==> src/rtl/wb_regfile_pkg.sv <==
// Shared widths and host FSM state encodings for the WB-stage register file.
package wb_regfile_pkg;
  localparam int WB_DATA_W = 64;
  localparam int WB_ADDR_W = 3;

  localparam logic [1:0] S_IDLE   = 2'd0;
  localparam logic [1:0] S_ACCESS = 2'd1;
  localparam logic [1:0] S_ACK    = 2'd2;
endpackage

==> src/rtl/wb_host_fsm.sv <==
// Four-phase host req/ack sequencer for register file debug/load access.
// Latency: ack two edges after req is first sampled when not blocked.
// Backpressure: a host write waits in ACCESS while the pipeline is writing.
module wb_host_fsm
  import wb_regfile_pkg::*;
(
  input  logic clk,
  input  logic reset,
  input  logic host_req,
  input  logic host_we,
  input  logic pipe_we,
  output logic host_wr_en,
  output logic host_rd_latch,
  output logic host_ack
);

  logic [1:0] r_state;
  logic [1:0] w_next;
  logic [7:0] r_wait_cnt;

  always_comb begin
    w_next = r_state;
    case (r_state)
      S_IDLE:   if (host_req) w_next = S_ACCESS;
      S_ACCESS: if (!host_we || !pipe_we) w_next = S_ACK;
      S_ACK:    if (!host_req) w_next = S_IDLE;
      default:  w_next = S_IDLE;
    endcase
  end

  always_ff @(posedge clk or negedge reset) begin
    if (!reset) begin
      r_state    <= S_IDLE;
      r_wait_cnt <= 8'd0;
    end else begin
      r_state <= w_next;
      if (r_state == S_IDLE && host_req)
        r_wait_cnt <= 8'd0;
      else if (r_state == S_ACCESS && host_we && pipe_we && r_wait_cnt != 8'hFF)
        r_wait_cnt <= r_wait_cnt + 8'd1;
    end
  end

  // Pipeline writes own the single write port; host writes only slip in when it is idle.
  assign host_wr_en    = (r_state == S_ACCESS) && host_we && !pipe_we;
  assign host_rd_latch = (r_state == S_ACCESS) && !host_we;
  assign host_ack      = (r_state == S_ACK);

  a_access_exit: assert property (@(posedge clk) disable iff (!reset)
    (r_state == S_ACCESS && !pipe_we) |=> (r_state == S_ACK));

  a_wait_count: assert property (@(posedge clk) disable iff (!reset)
    (r_state == S_ACCESS && host_we && pipe_we)
      |=> (r_wait_cnt == 8'hFF || r_wait_cnt == $past(r_wait_cnt) + 8'd1));

endmodule

==> src/rtl/wb_regfile.sv <==
// Register file after MEM/WB: one pipeline write port, two bypassed read ports, host port.
// Latency: reads combinational; host access acks two edges after req when not blocked.
// Backpressure: host writes stall while WRegEn_in is high; pipeline is never stalled.
module wb_regfile
  import wb_regfile_pkg::*;
#(
  parameter int DATAPATH_WIDTH = WB_DATA_W,
  parameter int REGFILE_ADDR   = WB_ADDR_W
) (
  input  logic                      clk,
  input  logic                      reset,
  input  logic                      WRegEn_in,
  input  logic [REGFILE_ADDR-1:0]   WReg1_in,
  input  logic [DATAPATH_WIDTH-1:0] WData_in,
  input  logic [REGFILE_ADDR-1:0]   RReg1,
  input  logic [REGFILE_ADDR-1:0]   RReg2,
  output logic [DATAPATH_WIDTH-1:0] RData1,
  output logic [DATAPATH_WIDTH-1:0] RData2,
  input  logic                      host_req,
  input  logic                      host_we,
  input  logic [REGFILE_ADDR-1:0]   host_addr,
  input  logic [DATAPATH_WIDTH-1:0] host_wdata,
  output logic                      host_ack,
  output logic [DATAPATH_WIDTH-1:0] host_rdata
);

  localparam int DEPTH = 2 ** REGFILE_ADDR;

  logic [DATAPATH_WIDTH-1:0] r_regs [DEPTH];
  logic [DATAPATH_WIDTH-1:0] r_host_rdata;

  logic                      w_host_wr_en;
  logic                      w_host_rd_latch;
  logic                      w_we;
  logic [REGFILE_ADDR-1:0]   w_waddr;
  logic [DATAPATH_WIDTH-1:0] w_wdata;
  logic [DATAPATH_WIDTH-1:0] w_host_rd;

  wb_host_fsm u_host_fsm (
    .clk           (clk),
    .reset         (reset),
    .host_req      (host_req),
    .host_we       (host_we),
    .pipe_we       (WRegEn_in),
    .host_wr_en    (w_host_wr_en),
    .host_rd_latch (w_host_rd_latch),
    .host_ack      (host_ack)
  );

  assign w_we    = WRegEn_in | w_host_wr_en;
  assign w_waddr = WRegEn_in ? WReg1_in : host_addr;
  assign w_wdata = WRegEn_in ? WData_in : host_wdata;

  assign RData1    = (WRegEn_in && WReg1_in == RReg1)     ? WData_in : r_regs[RReg1];
  assign RData2    = (WRegEn_in && WReg1_in == RReg2)     ? WData_in : r_regs[RReg2];
  assign w_host_rd = (WRegEn_in && WReg1_in == host_addr) ? WData_in : r_regs[host_addr];

  always_ff @(posedge clk or negedge reset) begin
    if (!reset) begin
      for (int i = 0; i < DEPTH; i++) r_regs[i] <= '0;
      r_host_rdata <= '0;
    end else begin
      if (w_we) r_regs[w_waddr] <= w_wdata;
      if (w_host_rd_latch) r_host_rdata <= w_host_rd;
    end
  end

  assign host_rdata = r_host_rdata;

endmodule
==> config.mk <==
export PLATFORM = sky130hd
export DESIGN_NAME = wb_regfile
export DESIGN_NICKNAME = d
export VERILOG_FILES = /design/src/rtl/wb_regfile_pkg.sv /design/src/rtl/wb_host_fsm.sv /design/src/rtl/wb_regfile.sv
export SDC_FILE = /design/constraint.sdc
export NUM_CORES = 1
export LEC_CHECK = 0
export BUFFER_PORTS_ARGS = -buffer_cell sky130_fd_sc_hd__buf_2
export CORE_UTILIZATION = 50
export DETAILED_ROUTE_END_ITERATION = 8
export MAX_ROUTING_LAYER = met4
export PLACE_DENSITY = 0.69
export SYNTH_ARGS = -nofsm -noshare
export SYNTH_HDL_FRONTEND = slang
export SYNTH_SLANG_ARGS = --single-unit
==> constraint.sdc <==
create_clock -name clk -period 2.5 [get_ports clk]
set_clock_uncertainty 0.05 [all_clocks]
set_input_delay 0.125 -clock clk [delete_from_list [all_inputs] [get_ports clk]]
set_output_delay 0.125 -clock clk [all_outputs]
set_load 0.01 [all_outputs]
==> results.md <==
Floorplanning:
- The height of the die is between 200 and 300 um.
- The die covers 70,460 sq um.
- The initialized floorplan defines 96 standard-cell rows.
- The initial standard-cell utilization of the core is roughly half.
- The die width is 265.4 um.
- For this design the top-level I/O count stands at 338.
- The area of the core is 68,590 sq um.

Placed design:
- The final weighted congestion of routability-driven global placement is 0.8279.
- Once placement finished, the instance area stood at 38,140 sq um.
- The number of I/O port buffers is 337.
- Including well taps, the total number of placed cells is 3,537.
- Prior to clock tree synthesis, the placed netlist has a worst setup slack of 0.3493 ns.
- The HPWL after detailed placement is approximately 65,000 um.

CTS:
- The total CTS buffers is 66.
- The CTS tree is done.
- The insertion delay of the later-clocked pin in the worst-skew pair is slightly above 0.6 ns.
- The longest clock path from root to sink contains 3 buffers.
- The number of clock sinks is 578.
- The tree is rooted in a clkbuf_16.
- In this run the number of H-tree levels came out at 3.
- Clock-pin slew was measured on the worst setup and hold paths at 0.06 ns.

Global routing:
- The total global routing overflow is 0.
- Entering global routing, the biggest net connects 83 pins.
- The global-route wire length before repair is roughly 160,000 um.
- For this run, the total global-route usage over all layers was measured as a little under a third.
- The number of global-route vias before repair is 25,940.
- The initial antenna violation count is 3.

Cells and area:
- The footprint of the flip-flops and latches is approximately 14,000 sq um.
- The relative area change from synthesis to final layout is 20.15%.
- The share of layout cells above drive strength 1 is 51.19%.
- Fill cells in the final layout number 5,125.
- The library cells used most frequently in the layout, excluding fill and tap cells, are dfrtp_1 (578), mux2_2 (516), mux4_2 (384).
- The post-route cell area is 41,690 sq um.
- After the flow finishes, the layout carries non-filler instances totaling 3,786.
- The area occupied by multi-input gates is 19,340 sq um.
- For this run, the post-layout net count is around 3,000.
- At the end of the flow the core is filled with cells to 60.79%.
- The library cell used most frequently in the layout, excluding fill and tap cells, is dfrtp_1.

Power and ir drop:
- The cell area power density is 956.1 nW/um^2.
- Total power for the finished layout comes to 39.87 mW.
- IR analysis of the VDD net gives a maximum drop of 0.0005616 V.
- The leakage power figure is 17.50 nW.

Timing:
- The shortest clock period the worst path allows after layout is 2.349 ns.
- The maximum clock frequency is about 430 MHz.
- The sum of negative setup slack is 0 ns.
- The tightest slew margin relative to the limit is a little over an eighth.
- Setup violations remaining at the end of the flow were counted as 0.
- The number of pins with negative max-slew slack in the final report is 0.
- The slack of the critical path is between 0.15 and 0.2 ns.
- The final critical path takes up 93.95% of the cycle.
- Setup repair after global routing left no endpoint under its margin.
- At the pin with the least slew margin, the transition time is 1.294 ns.
- The total count of hold-check failures in the final report was 0.
- Final hold analysis gives a worst-case slack of about 0.018 ns.

Setup path:
- The worst setup path is captured at an output pin.
- The signal arrival time at the worst endpoint is 2.17 ns.
- In this run the critical register-to-register path is launched from u_host_fsm.r_state[1].
- For the worst setup path, the data required time is ~2.3 ns.
- The end of the worst register-to-register path is host_rdata[53].
- The critical path start-end classification is reg -> out.
- In this run the worst path has a maximum fanout of 4.
- The critical path startpoint category is a register.
- The depth of the worst register-to-register path is 4.
- The setup slack of the most critical reg-to-reg path is slightly above 0.3 ns.

Logic synthesis:
- The area share of the largest cell type after synthesis is 41.68%.
- The number of warnings issued by yosys is 0.
- When the netlist entered floorplanning its net count stood at 2,531.
- The largest total area in the synthesized netlist belongs to dfrtp_1.
- The gate count of the mapped netlist is 2,386.
- Yosys attributes the largest share of cell area to dfrtp_1 (42%), mux4_2 (25%), mux2_2 (17%), mux2i_1 (5.5%), a21oi_1 (2.3%).
- The mapped netlist covers 34,700 sq um.
- The number of distinct library cells after synthesis is 34.
- The flip-flop and latch count after synthesis is 578.
- The sequential-to-total area share from yosys stat is 41.68%.
- A synthesized cell averages 14.54 sq um.

Drt:
- The ratio of routed vias to standard cells is 6.499.
- Wires add up to 104,900 um.
- The total DRC errors in the routed layout is 0.
- In this run the remaining antenna-violating nets after routing total 0.
- The first-iteration detailed-routing DRC count is 1,995.
- Dividing the detail-routed wire length by the instance count gives 27.71 um.
- The first detailed-routing pass ran for 5 iterations.
- The number of vias after detailed routing is about 25,000.

Min path:
- The class of the most critical hold timing path is in -> async.

Flow run:
- The count of maximum capacitance violations is 0.

Status:
- The flow ran to the end, and the final reports show no timing, DRC or antenna violations.
-- kinds of logic (layout without fill, tap and decap cells) --
group | after synthesis | in the layout | synth area share, %
DFF | 578 | 578 | 41.68
and+or+nand+nor | 160 | 160 | 1.911
buffers and inverters | 221 | 687 | 2.769
xor gates and xnor gates | 9 | 9 | 0.2272
AOI/OAI and AO/OA | 266 | 266 | 4.258
muxes | 1152 | 1152 | 49.15
other | 0 | 3 | 0
-- how the worst max path moves through the flow --
stage                     startpoint          end  slack (ns)  cells past startpoint
2_1_floorplan  u_host_fsm.r_state[1]  r_regs[465]        0.60                      5
3_3_place_gp                RReg1[0]   RData1[29]        0.40                      6
3_5_place_dp   u_host_fsm.r_state[0]    r_regs[2]        0.35                      5
4_1_cts                   r_regs[52]   RData2[52]        0.16                      4
5_1_grt                   r_regs[43]   RData1[43]         0.1                      4
6_report                  r_regs[21]   RData2[21]        0.15                      4
-- routing by layer --
metal / global-route usage [%] / share of wire (%) / vias to the layer above
met5: - / 0 / -
met4: 11.11 / 2.9 / 0
met3: 6.240 / 7.4 / 185
met2: 49.17 / 50 / 1091
met1: 39.68 / 40 / 13070
li1: - / - / 10270
-- synth_stat cells (all sizes together) --
library cell,count
nand3b,2
o31a,1
and2,1
clkbuf,100
or3,1
dfrtp,578
a22oi,34
mux2,576
mux2i,192
and4,1
o21ai,36
buf,119
nand4,4
xnor2,9
o32ai,1
nor3,1
nor2,131
or2,1
mux4,384
o22ai,30
o31ai,1
nand2b,5
nand3,2
a21o,1
nand2,7
inv,2
a21oi,162
nor2b,3
nor4bb,1
-- critical path: stages, from the launching register on --
cell	delay, ns
dfrtp_1	0.40
mux4_2	0.48
mux2i_1	0.40
a21oi_1	0.13
buf_2	0.15
-- layout make-up --
cell class	count	share of cell area [%]
Multi-Input combinational cell	1587	46.38
Sequential cell	578	34.69
Timing Repair Buffer	571	10.76
Clock buffer	94	4.853
Tap cell	931	2.794
Clock inverter	20	0.4741
Inverter	2	0.02401
Antenna cell	3	0.01801
-- sequential cells by signal, summed over array words and instances, names as in the netlist --
signal	cells
host_rdata	64
u_host_fsm.r_state	2
r_regs	512
-- power by group --
group          leakage [nW]  total, mW  switching [mW]  internal [mW]
clock network          1.09       9.93            4.00           5.94
registers              6.91       15.8            3.02           12.8
logic                  9.50       14.2            5.90           8.26
-- what timing repair did --
action	in CTS	in global routing
gates resized for setup	0	0
buffers inserted	0	0
hold endpoints to repair	927	0
hold buffers	132	0
Power figures use the tool's default switching activity.
